File: src/rtl/sifh_seq_ctrl.sv
// -----------------------------------------------------------------------------
// sifh_seq_ctrl
//   Sequencer for one SIFH measurement pass:
//     CLEAR (wipe SRAM) -> HIS1 (build histogram 1) -> PEAK1 -> FILT
//     -> HIS2 (build histogram 2) -> PEAK2 -> DONE -> IDLE
//   Every output is a register. Strobes pulse for the first cycle of the
//   state they launch.
//
// Parameters
//   RAM_ADDR    SRAM address width
//   CLEAR_DEPTH words cleared per pass (1 .. 2**RAM_ADDR)
//   TIMEOUT     watchdog limit in cycles (>= 2), only used with the watchdog
//
// Optional feature
//   SIFH_WATCHDOG_EN  when defined, each wait state (HIS1, PEAK1, FILT, HIS2,
//                     PEAK2) is bounded to TIMEOUT cycles. On expiry the pass
//                     is dropped to IDLE and err is set (sticky until the next
//                     start). Without it, waits are unbounded and err is 0.
//
// Ports
//   clk         in   clock, rising edge
//   res         in   asynchronous active-low reset
//   start       in   begin a pass (honoured in IDLE only)
//   abort       in   cancel the pass (any non-IDLE state)
//   his_done    in   histogram builder finished
//   peak_done   in   peak finder finished
//   filt_done   in   filter calculator finished
//   his_start   out  one-cycle builder launch
//   his_sel     out  0 = histogram 1, 1 = histogram 2
//   peak_start  out  one-cycle peak-finder launch
//   filt_start  out  one-cycle filter launch
//   wrEn        out  TDC enable (histogram build states only)
//   clr_we      out  SRAM clear write strobe
//   clr_waddr   out  SRAM clear address
//   ram_owner   out  SRAM grant: 0 clear, 1 builder, 2 peak, 3 filter
//   busy        out  pass in progress (state not IDLE)
//   done        out  one-cycle pass complete
//   err         out  sticky watchdog error
// -----------------------------------------------------------------------------
module sifh_seq_ctrl #(
    parameter int RAM_ADDR    = 10,
    parameter int CLEAR_DEPTH = 1024,
    parameter int TIMEOUT     = 65535
) (
    input  logic                clk,
    input  logic                res,
    input  logic                start,
    input  logic                abort,
    input  logic                his_done,
    input  logic                peak_done,
    input  logic                filt_done,
    output logic                his_start,
    output logic                his_sel,
    output logic                peak_start,
    output logic                filt_start,
    output logic                wrEn,
    output logic                clr_we,
    output logic [RAM_ADDR-1:0] clr_waddr,
    output logic [1:0]          ram_owner,
    output logic                busy,
    output logic                done,
    output logic                err
);

    if (CLEAR_DEPTH < 1 || CLEAR_DEPTH > (1 << RAM_ADDR) || TIMEOUT < 2) begin : g_bad_params
        $error("sifh_seq_ctrl: CLEAR_DEPTH must be 1..2**RAM_ADDR and TIMEOUT >= 2");
    end

    typedef enum logic [2:0] {
        S_IDLE,
        S_CLEAR,
        S_HIS1,
        S_PEAK1,
        S_FILT,
        S_HIS2,
        S_PEAK2,
        S_DONE
    } state_t;

    localparam logic [RAM_ADDR-1:0] LAST_ADDR = RAM_ADDR'(CLEAR_DEPTH - 1);

    state_t              r_state;
    state_t              w_next;
    logic [1:0]          w_owner;
    logic                w_entry;

    logic                r_his_start;
    logic                r_his_sel;
    logic                r_peak_start;
    logic                r_filt_start;
    logic                r_wren;
    logic                r_clr_we;
    logic [RAM_ADDR-1:0] r_clr_waddr;
    logic [1:0]          r_owner;
    logic                r_busy;
    logic                r_done;

`ifdef SIFH_WATCHDOG_EN
    localparam int            WD_W    = $clog2(TIMEOUT);
    localparam logic [WD_W-1:0] WD_LAST = WD_W'(TIMEOUT - 1);

    logic [WD_W-1:0]     r_wdog;
    logic                r_err;
    logic                w_wait;
    logic                w_timeout;
`endif

    // Next state. Done inputs are only looked at in the state that waits for
    // them; abort overrides everything, including a watchdog expiry.
    always_comb begin
        w_next = r_state;
        case (r_state)
            S_IDLE:  if (start)                    w_next = S_CLEAR;
            S_CLEAR: if (r_clr_waddr == LAST_ADDR) w_next = S_HIS1;
            S_HIS1:  if (his_done)                 w_next = S_PEAK1;
            S_PEAK1: if (peak_done)                w_next = S_FILT;
            S_FILT:  if (filt_done)                w_next = S_HIS2;
            S_HIS2:  if (his_done)                 w_next = S_PEAK2;
            S_PEAK2: if (peak_done)                w_next = S_DONE;
            S_DONE:                                w_next = S_IDLE;
            default:                               w_next = S_IDLE;
        endcase

`ifdef SIFH_WATCHDOG_EN
        w_wait    = (r_state inside {S_HIS1, S_PEAK1, S_FILT, S_HIS2, S_PEAK2});
        // Expiry only counts when the expected done did not arrive this cycle.
        w_timeout = w_wait && (r_wdog == WD_LAST) && (w_next == r_state) && !abort;
        if (w_timeout) begin
            w_next = S_IDLE;
        end
`endif

        if (abort && r_state != S_IDLE) begin
            w_next = S_IDLE;
        end

        w_entry = (w_next != r_state);

        case (w_next)
            S_HIS1, S_HIS2:   w_owner = 2'd1;
            S_PEAK1, S_PEAK2: w_owner = 2'd2;
            S_FILT:           w_owner = 2'd3;
            default:          w_owner = 2'd0;
        endcase
    end

    // Outputs are decoded from the next state so they line up with the state
    // register; launch strobes are gated by the state change.
    always_ff @(posedge clk or negedge res) begin
        if (!res) begin
            r_state      <= S_IDLE;
            r_his_start  <= 1'b0;
            r_his_sel    <= 1'b0;
            r_peak_start <= 1'b0;
            r_filt_start <= 1'b0;
            r_wren       <= 1'b0;
            r_clr_we     <= 1'b0;
            r_clr_waddr  <= '0;
            r_owner      <= '0;
            r_busy       <= 1'b0;
            r_done       <= 1'b0;
`ifdef SIFH_WATCHDOG_EN
            r_wdog       <= '0;
            r_err        <= 1'b0;
`endif
        end else begin
            r_state      <= w_next;
            r_his_start  <= w_entry && (w_next inside {S_HIS1, S_HIS2});
            r_peak_start <= w_entry && (w_next inside {S_PEAK1, S_PEAK2});
            r_filt_start <= w_entry && (w_next == S_FILT);
            r_his_sel    <= (w_next inside {S_HIS2, S_PEAK2});
            r_wren       <= (w_next inside {S_HIS1, S_HIS2});
            r_clr_we     <= (w_next == S_CLEAR);
            r_owner      <= w_owner;
            r_busy       <= (w_next != S_IDLE);
            r_done       <= (w_next == S_DONE);

            // Address starts at 0 on CLEAR entry and steps once per write.
            if (r_state == S_CLEAR && w_next == S_CLEAR) begin
                r_clr_waddr <= r_clr_waddr + RAM_ADDR'(1);
            end else begin
                r_clr_waddr <= '0;
            end

`ifdef SIFH_WATCHDOG_EN
            if (w_entry) begin
                r_wdog <= '0;
            end else if (w_wait) begin
                r_wdog <= r_wdog + WD_W'(1);
            end

            if (w_timeout) begin
                r_err <= 1'b1;
            end else if (r_state == S_IDLE && start) begin
                r_err <= 1'b0;
            end
`endif
        end
    end

    assign his_start  = r_his_start;
    assign his_sel    = r_his_sel;
    assign peak_start = r_peak_start;
    assign filt_start = r_filt_start;
    assign wrEn       = r_wren;
    assign clr_we     = r_clr_we;
    assign clr_waddr  = r_clr_waddr;
    assign ram_owner  = r_owner;
    assign busy       = r_busy;
    assign done       = r_done;
`ifdef SIFH_WATCHDOG_EN
    assign err        = r_err;
`else
    assign err        = 1'b0;
`endif

endmodule

File: config.mk
export PLATFORM = sky130hd
export DESIGN_NAME = sifh_seq_ctrl
export DESIGN_NICKNAME = d
export VERILOG_FILES = /design/src/rtl/sifh_seq_ctrl.sv
export SDC_FILE = /design/constraint.sdc
export NUM_CORES = 1
export LEC_CHECK = 0
export BUFFER_PORTS_ARGS = -buffer_cell sky130_fd_sc_hd__buf_4
export CAP_MARGIN = 20
export CORE_AREA = 2 2 65 67
export DETAILED_ROUTE_END_ITERATION = 10
export DIE_AREA = 0 0 67 69
export PLACE_DENSITY = 0.53
export SLEW_MARGIN = 20
export SYNTH_ARGS = -nofsm -noshare
export SYNTH_HDL_FRONTEND = slang
export SYNTH_SLANG_ARGS = --single-unit
File: constraint.sdc
create_clock -name clk -period 4.3 [get_ports clk]
set_clock_uncertainty 0.05 [all_clocks]
set_input_delay 0.215 -clock clk [delete_from_list [all_inputs] [get_ports clk]]
set_output_delay 0.215 -clock clk [all_outputs]
set_load 0.03 [all_outputs]
* After elaboration in Yosys (flattened, before gate mapping)
Cells that the tools add are included.
** Cells by class
- Equal/unequal tests :: 16
- $add $sub $neg :: 1
- Muxes and demuxes :: 11
- Reduce and logical (&&, ||, !) cells :: 13
** Operators with widths (count)
- $eq 3x3->1 const B :: 8
- $mux 3 :: 8
- $pmux 3 s8 :: 1
- $eq 3x2->1 const B :: 4
- $add 10x1->10 const B :: 1
- $eq 10x10->1 const B :: 1
- $mux 10 :: 1
- $eq 3x1->1 const B :: 2
- $pmux 2 s3 :: 1
- $reduce_bool 2->1 :: 3
- $reduce_bool 3->1 :: 2
- $logic_and 1x1->1 :: 5
- $reduce_or 2->1 :: 2
- $logic_not 3->1 :: 1
- $ne 3x3->1 :: 1
** Word-level totals
- Bits of input ports :: 7
- Bits in registers :: 23
- Word-level logic and storage cells :: 52

* Logic depth before layout (Yosys ltp)
Gate-level depths: netlist of run 1.
- Depth after elaboration :: 7
- Mapped depth :: 7
- Depth with buffers taken out :: 7

* Worst setup path after synthesis of run 1
No wires, ideal clock.
- Path type :: register -> register
- From :: register r_clr_waddr[0] (netlist: clr_waddr[0])
- To :: register r_busy (netlist: busy)
- Arrival :: 1.982 ns
- Stages on the path, launching flop included :: 8
- Path buffers :: 0
- Period minus slack after synthesis :: 2.163 ns
- Setup slack :: 2.137 ns
- Library setup time :: 0.131 ns
- Path through :: dfrtp_1 -> ha_1 -> and4_1 -> nand3_1 -> a22oi_2 -> or2_2 -> inv_1 -> or3_1
** Between the ends
- Word-level cells in the longest chain between the ends :: 5
** Ends and longest elaborated chain
- from (decl) :: line 93 : logic [RAM_ADDR-1:0] r_clr_waddr;
- from (signal assigned) :: line 180 : r_clr_waddr <= r_clr_waddr + RAM_ADDR'(1);
- $eq 10x10->1 :: line 114 : S_CLEAR: if (r_clr_waddr == LAST_ADDR) w_next = S_HIS1;
- $mux 3 :: line 114
- $pmux 3 s8 :: line 112 : case (r_state)
- $mux 3 :: line 133 : if (abort && r_state != S_IDLE) begin
- via w_next[0] :: line 83 : state_t w_next;
- $reduce_bool 3->1 :: line 175 : r_busy <= (w_next != S_IDLE);
- to (signal assigned) :: line 175
- to (decl) :: line 95 : logic r_busy;
The timed path passes the listed nets, and every way through them passes these cells.

* Worst setup path in the final report of run 1
- From :: register r_clr_waddr[0] (netlist: clr_waddr[0])
- To :: register r_clr_waddr[6] (netlist: clr_waddr[6])
** Between the ends
- Word-level cells in the longest chain between the ends :: 7
** Ends and longest elaborated chain
- $eq 10x10->1 :: line 114
- $mux 3 :: line 114
- $pmux 3 s8 :: line 112
- $mux 3 :: line 133
- $eq 3x1->1 :: line 179 : if (r_state == S_CLEAR && w_next == S_CLEAR) begin
- $logic_and 1x1->1 :: line 179
- $mux 10 (*) :: line 179
Every way passes the cells marked *; elsewhere a longest branch is shown, timed or not.

==> impl_results.md, run 1 <==
- Overall die area: 0.00462 mm^2
- Seq/Total Area, Yosys: 50.8%
- Non-filler cells in the finished layout: 185
- Ys Warns: 0
- Max stage delay on crit path: 0.70 ns
- Clock sinks: 23
- Count of different cell masters after synthesis: 38
- Post-route ant nets: 0
- Critical Path AT: 2.30 ns
- Critical Path Start: clr_waddr[0]
- Inserted Clock Buffers: 3
- Critical-path cell list: ha_1 > and4_1 > nand3_1 > a22oi_2 > or4b_1 > nor2_1
- Utilization after layout: 36.2%
- Largest net degree at the start of global routing: 24
- IR drop worst, VDD: 0.149 mV
- Antenna diode count: 0
- FF+latch count, synth: 23
- Vias in the first global route: 861
- FF-to-FF path depth: 6
- H-tree depth: 1
- Syn_nets: 116
- Max-Cap Viols: 0
- Post-CTS Setup Bufs: 0
- Ys async rst share: 100%
- Slew Viols, Final: 0
- Mapped cell area: 0.00113 mm^2
- Fin nets: 144
- Clk pin slew, worst setup/hold paths: 0.08 ns
- Die Wd: 67 um
- Reg2Reg Launch Point: clr_waddr[0]
- Initial Util: 29.0%
- Worst-Skew Late Latency: 0.26 ns
- Reg-to-reg endpoint: clr_waddr[6]
- CTS max path bufs: 2
- Crit. End Element: flop
- Syn avg cell area: 10.5 um^2
- CTS tree: yes
- Actual slew at the worst max-slew pin: 0.536 ns
- CP required: 4.44 ns
- DRC: 0
- Post-DP Area: 0.00136 mm^2
- Total power: 543 uW
- Share of layout cells above drive strength 1: 27.4%
- CTS root buffer: clkbuf_8
- Final WS setup: 2.14 ns
- Pre-antenna DRT Iters: 3
- Post-synth top flop: dfrtp_1
- Crit share post-route: 50.2%
- Final TNS setup: 0 ns
- Slew margin rel.: 64.3%
- Dpl ws: 2.16 ns
- Crit path launch type: flop
- Status: completed
- Final Hold Vio Count: 0
- WS Path Type: flop to flop
- Total wire length: 2300 um
- Unrepaired setup endpoints after global routing: false
- Drt wl/cell: 12.4 um
- IO Pins: 28
- DRT iter0 DRCs: 52
- Worst setup endpoint: clr_waddr[6]
- Number of flip-flops in the largest register: 10
- Tmin final: 2.16 ns
- Via Count: 861
- Antenna violations before repair: 0
- Routability cong.: 0.805
- Pwr dens: 383 mW/mm^2
- R2R Setup Slk: 2.14 ns
- Worst Hold Class: primary input to flop
- Die Height: 69 um
- Global-route wire length before repair: 4020 um
- Cell Rows: 23
- Slowest CP cell: or4b_1
- Final setup violation count: 0
- Synth Instances: 108
- P&R area growth vs syn: 24.9%
- Fin area: 0.00142 mm^2
- Lkg Pwr: 0.658 nW
- Gr usage total: 11.0%
- FMAX: 0.463 GHz
- Placed Cells: 180
- Total gr overflow: 0
- Post-synth EDFFs: 0
- Detail Placement HPWL: 1760 um
- Worst hold slack: 0.112 ns
- I/O Buffers: 26
- Vias per std cell: 4.65
- Core area: 0.00391 mm^2
- CP max FO: 10
==> cells in the mapped netlist, drive strengths merged (2+ instances only) <==
master / n / share of area [%]
a22oi: 2 / 2.2
nor3b: 4 / 3.6
buf: 4 / 2.8
nor2: 13 / 4.3
nand4: 3 / 1.7
o21ai: 6 / 2.6
a21oi: 4 / 1.8
nor2b: 2 / 1.1
dfrtp: 23 / 51
nor3: 3 / 1.3
xor2: 6 / 4.6
inv: 4 / 1.3
and4: 3 / 2.3
nand2: 5 / 1.7
nand3: 5 / 2.2
xnor2: 2 / 1.5
==> metal layers <==
layer / GRT usage [%] / wire [um] / up-vias
met5: 0 / 0 / -
met4: 2.72 / 21 / 0
met1: 16.0 / 1170 / 397
met3: 2.94 / 123 / 4
met2: 16.0 / 985 / 23
li1: - / - / 437
==> report_power, final <==
group	internal, mW	switching, mW
clock	0.0645	0.0659
combinational	0.0640	0.0967
sequential	0.234	0.0176
==> layout make-up <==
cell class,count,area (um^2)
fillers,412,2500
multi-input cells,77,512
well taps,50,62.6
clock inverters,1,5.00
clock buffers,3,41.3
flip-flops and latches,23,576
inverters,4,15.0
repair buffers,27,205
==> worst max-delay path: cells and delay by family, from the launching register on <==
kind	cells	cell delay (ns)
AO/OA/AOI/OAI	1	0.12
flip-flops	1	0.42
adder cells (fa/ha/maj)	1	0.27
AND/OR/NAND/NOR	4	1.23
==> placed cells by master (no fill, tap or decap), drive strengths merged, types with 3 or more instances in the layout <==
cell type | synthesis | final
xor2 | 6 | 6
nand4 | 3 | 3
nand3 | 5 | 5
clkbuf | 0 | 3
nand2 | 5 | 5
inv | 4 | 4
nor3b | 4 | 4
nor3 | 3 | 3
and4 | 3 | 3
o21ai | 6 | 6
buf | 4 | 26
nor2 | 13 | 13
a21oi | 4 | 4
dfrtp | 23 | 23
==> worst min-delay path by stage <==
stage / from / endpoint / slack [ns] / cells past startpoint
6_report: abort / filt_start / 0.11 / 2
5_1_grt: abort / filt_start / 0.11 / 2
4_1_cts: abort / filt_start / 0.11 / 2
3_5_place_dp: res / clr_waddr[3] / 0.07 / 1
3_3_place_gp: res / clr_waddr[1] / 0.07 / 1
2_1_floorplan: res / busy / -0.13 / 0
==> kinds of logic after synthesis <==
| logic type | Yosys count | synth area share, % |
|---|---|---|
| simple gates | 45 | 23.0 |
| flops | 23 | 50.8 |
| compound gates | 20 | 12.4 |
| xor+xnor | 8 | 6.18 |
| buf+inv | 8 | 4.08 |
| mux | 2 | 2.21 |
| fa+ha+maj | 1 | 1.10 |
| other cells | 1 | 0.331 |
==> what timing repair did <==
| item | CTS | global route |
|---|---|---|
| gates resized for setup | 0 | 0 |
| hold buffers | 1 | 0 |
| endpoints found under the hold margin | 23 | 0 |
(Power assumes the default switching activity.)
==> inputs of run 2 (changes only) <==
Clock period 4.3 ns to 2.26 ns, I/O delays scaled along.
==> impl_results.md, run 2 (synthesized netlist as in run 1, its figures left out) <==
- Status: completed
- Multi-input logic area: 514 um^2 (+0.49%)
- Initial Util: 29.0% (unchanged)
- Via Count: 887 (+3.0%)
- R2R Setup Slk: 0.17 ns (-1.97 ns)
- CTS tree: yes
- Pre-antenna DRT Iters: 4 (+1)
- Total wire length: 2350 um (+1.9%)
- CTS max path bufs: 2 (unchanged)
- Crit share post-route: 92.5% (+42 points)
- Critical Path AT: 2.23 ns (-0.07 ns)
- P&R area growth vs syn: 26.0%
- Clk pin slew, worst setup/hold paths: 0.08 ns (about the same)
- Largest net degree at the start of global routing: 24 (unchanged)
- Antenna violations before repair: 0 (unchanged)
- Crit. End Element: flop
- Final TNS setup: 0 ns (unchanged)
- Tmin final: 2.09 ns (-0.0708 ns)
- WS Path Type: flop to flop
- Share of layout cells above drive strength 1: 30.1% (+2.7 points)
- Fillers: 421 (+2.2%)
- Gr usage total: 10.9% (-0.059 points)
- Slew margin rel.: 65.7% (+1.5 points)
- Unrepaired setup endpoints after global routing: false
- Post-DP Area: 0.00136 mm^2 (unchanged)
- Slew Viols, Final: 0 (unchanged)
- IR drop worst, VDD: 0.336 mV (+130%)
- Worst Hold Class: primary input to flop
- Actual slew at the worst max-slew pin: 0.501 ns (-0.0347 ns)
- DRT iter0 DRCs: 60 (+15%)
- Lkg Pwr: 0.657 nW (-0.15%)
- Most common cell after layout, fill and taps aside: buf_4
- Max-Cap Viols: 0 (unchanged)
- Crit path launch type: flop
- Routability cong.: 0.835 (+3.7%)
- CP required: 2.40 ns (-2.04 ns)
- Inserted Clock Buffers: 3 (unchanged)
- Detail Placement HPWL: 1750 um (-0.39%)
- Vias in the first global route: 862 (+0.12%)
- Overall die area: 0.00462 mm^2 (unchanged)
- Commonest non-fill, non-tap cells in the layout: buf_4, dfrtp_1, nor2_1
- Worst-Skew Late Latency: 0.26 ns (about the same)
- FMAX: 0.479 GHz (+3.4%)
- CP max FO: 10 (unchanged)
- Total gr overflow: 0 (unchanged)
- CTS root buffer: clkbuf_8
- Final Hold Vio Count: 0 (unchanged)
- Antenna diode count: 0 (unchanged)
- Cell Rows: 23 (unchanged)
- Vias per std cell: 4.77 (+2.5%)
- Number of flip-flops in the largest register: 10 (unchanged)
- Drt wl/cell: 12.6 um (+1.3%)
- Post-route ant nets: 0 (unchanged)
- Die Wd: 67 um (unchanged)
- Clock sinks: 23 (unchanged)
- I/O Buffers: 26 (unchanged)
- Fin area: 0.00143 mm^2 (+0.88%)
- Pwr dens: 738 mW/mm^2 (+92%)
- DRC: 0 (unchanged)
- IO Pins: 28 (unchanged)
- Core area: 0.00391 mm^2 (unchanged)
- Global-route wire length before repair: 4010 um (-0.35%)
- Fin nets: 145 (+0.69%)
- Die Height: 69 um (unchanged)
- Seq. cell area: 578 um^2 (+0.43%)
- H-tree depth: 1 (unchanged)
- Final setup violation count: 0 (unchanged)
==> run 2: cell types whose count changed in the layout (fill, tap and decap cells not counted) <==
cell	delta
dfrtp_2	+2
dfrtp_1	-2
ha_1	-1
buf_4	+1
ha_2	+1
==> run 2: layer usage <==
layer | up-vias | share of wire [%] | global-route usage (%)
met5 | - | 0 | 0
met2 | 27 | 45 | 16.3
li1 | 440 | - | -
met3 | 4 | 6.0 | 3.26
met1 | 416 | 48 | 15.3
met4 | 0 | 0.90 | 2.72
==> run 2: critical path, cell delays in order, from the launching register on <==
cell and delay (ns):
dfrtp_1 0.42, ha_2 0.21, and4_1 0.21, nand3_1 0.14, a22oi_2 0.11, or4b_1 0.71, nor2_1 0.17
==> run 2: final timing paths <==
path | startpoint | cells after the start | endpoint
setup / recovery | clr_waddr[1] | 6 | clr_waddr[5]
hold / removal | abort | 2 | filt_start
setup reg to reg | clr_waddr[1] | 6 | clr_waddr[5]
hold reg to reg | clr_waddr[0] | 2 | clr_waddr[0]
max in group asynchronous | res | 2 | r_state[1]
min in group asynchronous | res | 2 | filt_start
==> run 2: what timing repair did <==
item                                    CTS  global route
hold buffers                              1             0
endpoints found under the hold margin    23             0
setup buffers                             0             1
endpoints found under the setup margin    0            12
gates resized for setup                   0             3
==> run 2: layout make-up <==
| class | count | share of cell area [%] |
|---|---|---|
| Multi-Input combinational cell | 77 | 36.0 |
| Clock inverter | 1 | 0.350 |
| Timing Repair Buffer | 28 | 14.9 |
| Tap cell | 50 | 4.38 |
| Clock buffer | 3 | 2.89 |
| Inverter | 4 | 1.05 |
| Sequential cell | 23 | 40.5 |
==> run 2: per-stage QoR <==
stage | std cells | power, mW | setup slack, ns | hold WS, ns | util [%]
finish | 186 | 1.05 | 0.170 | 0.00802 | 36.5
global route | 186 | 1.12 | 0.0261 | 0.00493 | 36.5
CTS | 185 | 1.06 | 0.0702 | 0.00574 | 36.2
detailed placement | 180 | 0.800 | 0.0925 | -0.0263 | 34.8
global placement | 180 | 0.793 | 0.165 | -0.0281 | 34.8
floorplan | 108 | 0.712 | 0.0972 | -0.233 | -
==> run 2: report_power, final <==
| group | leakage, nW | switching, mW | internal, mW | total, mW |
|---|---|---|---|---|
| registers | 0.313 | 0.0323 | 0.446 | 0.478 |
| clock network | 0.0255 | 0.134 | 0.123 | 0.257 |
| logic | 0.319 | 0.190 | 0.130 | 0.320 |
| total | 0.657 | 0.356 | 0.698 | 1.05 |
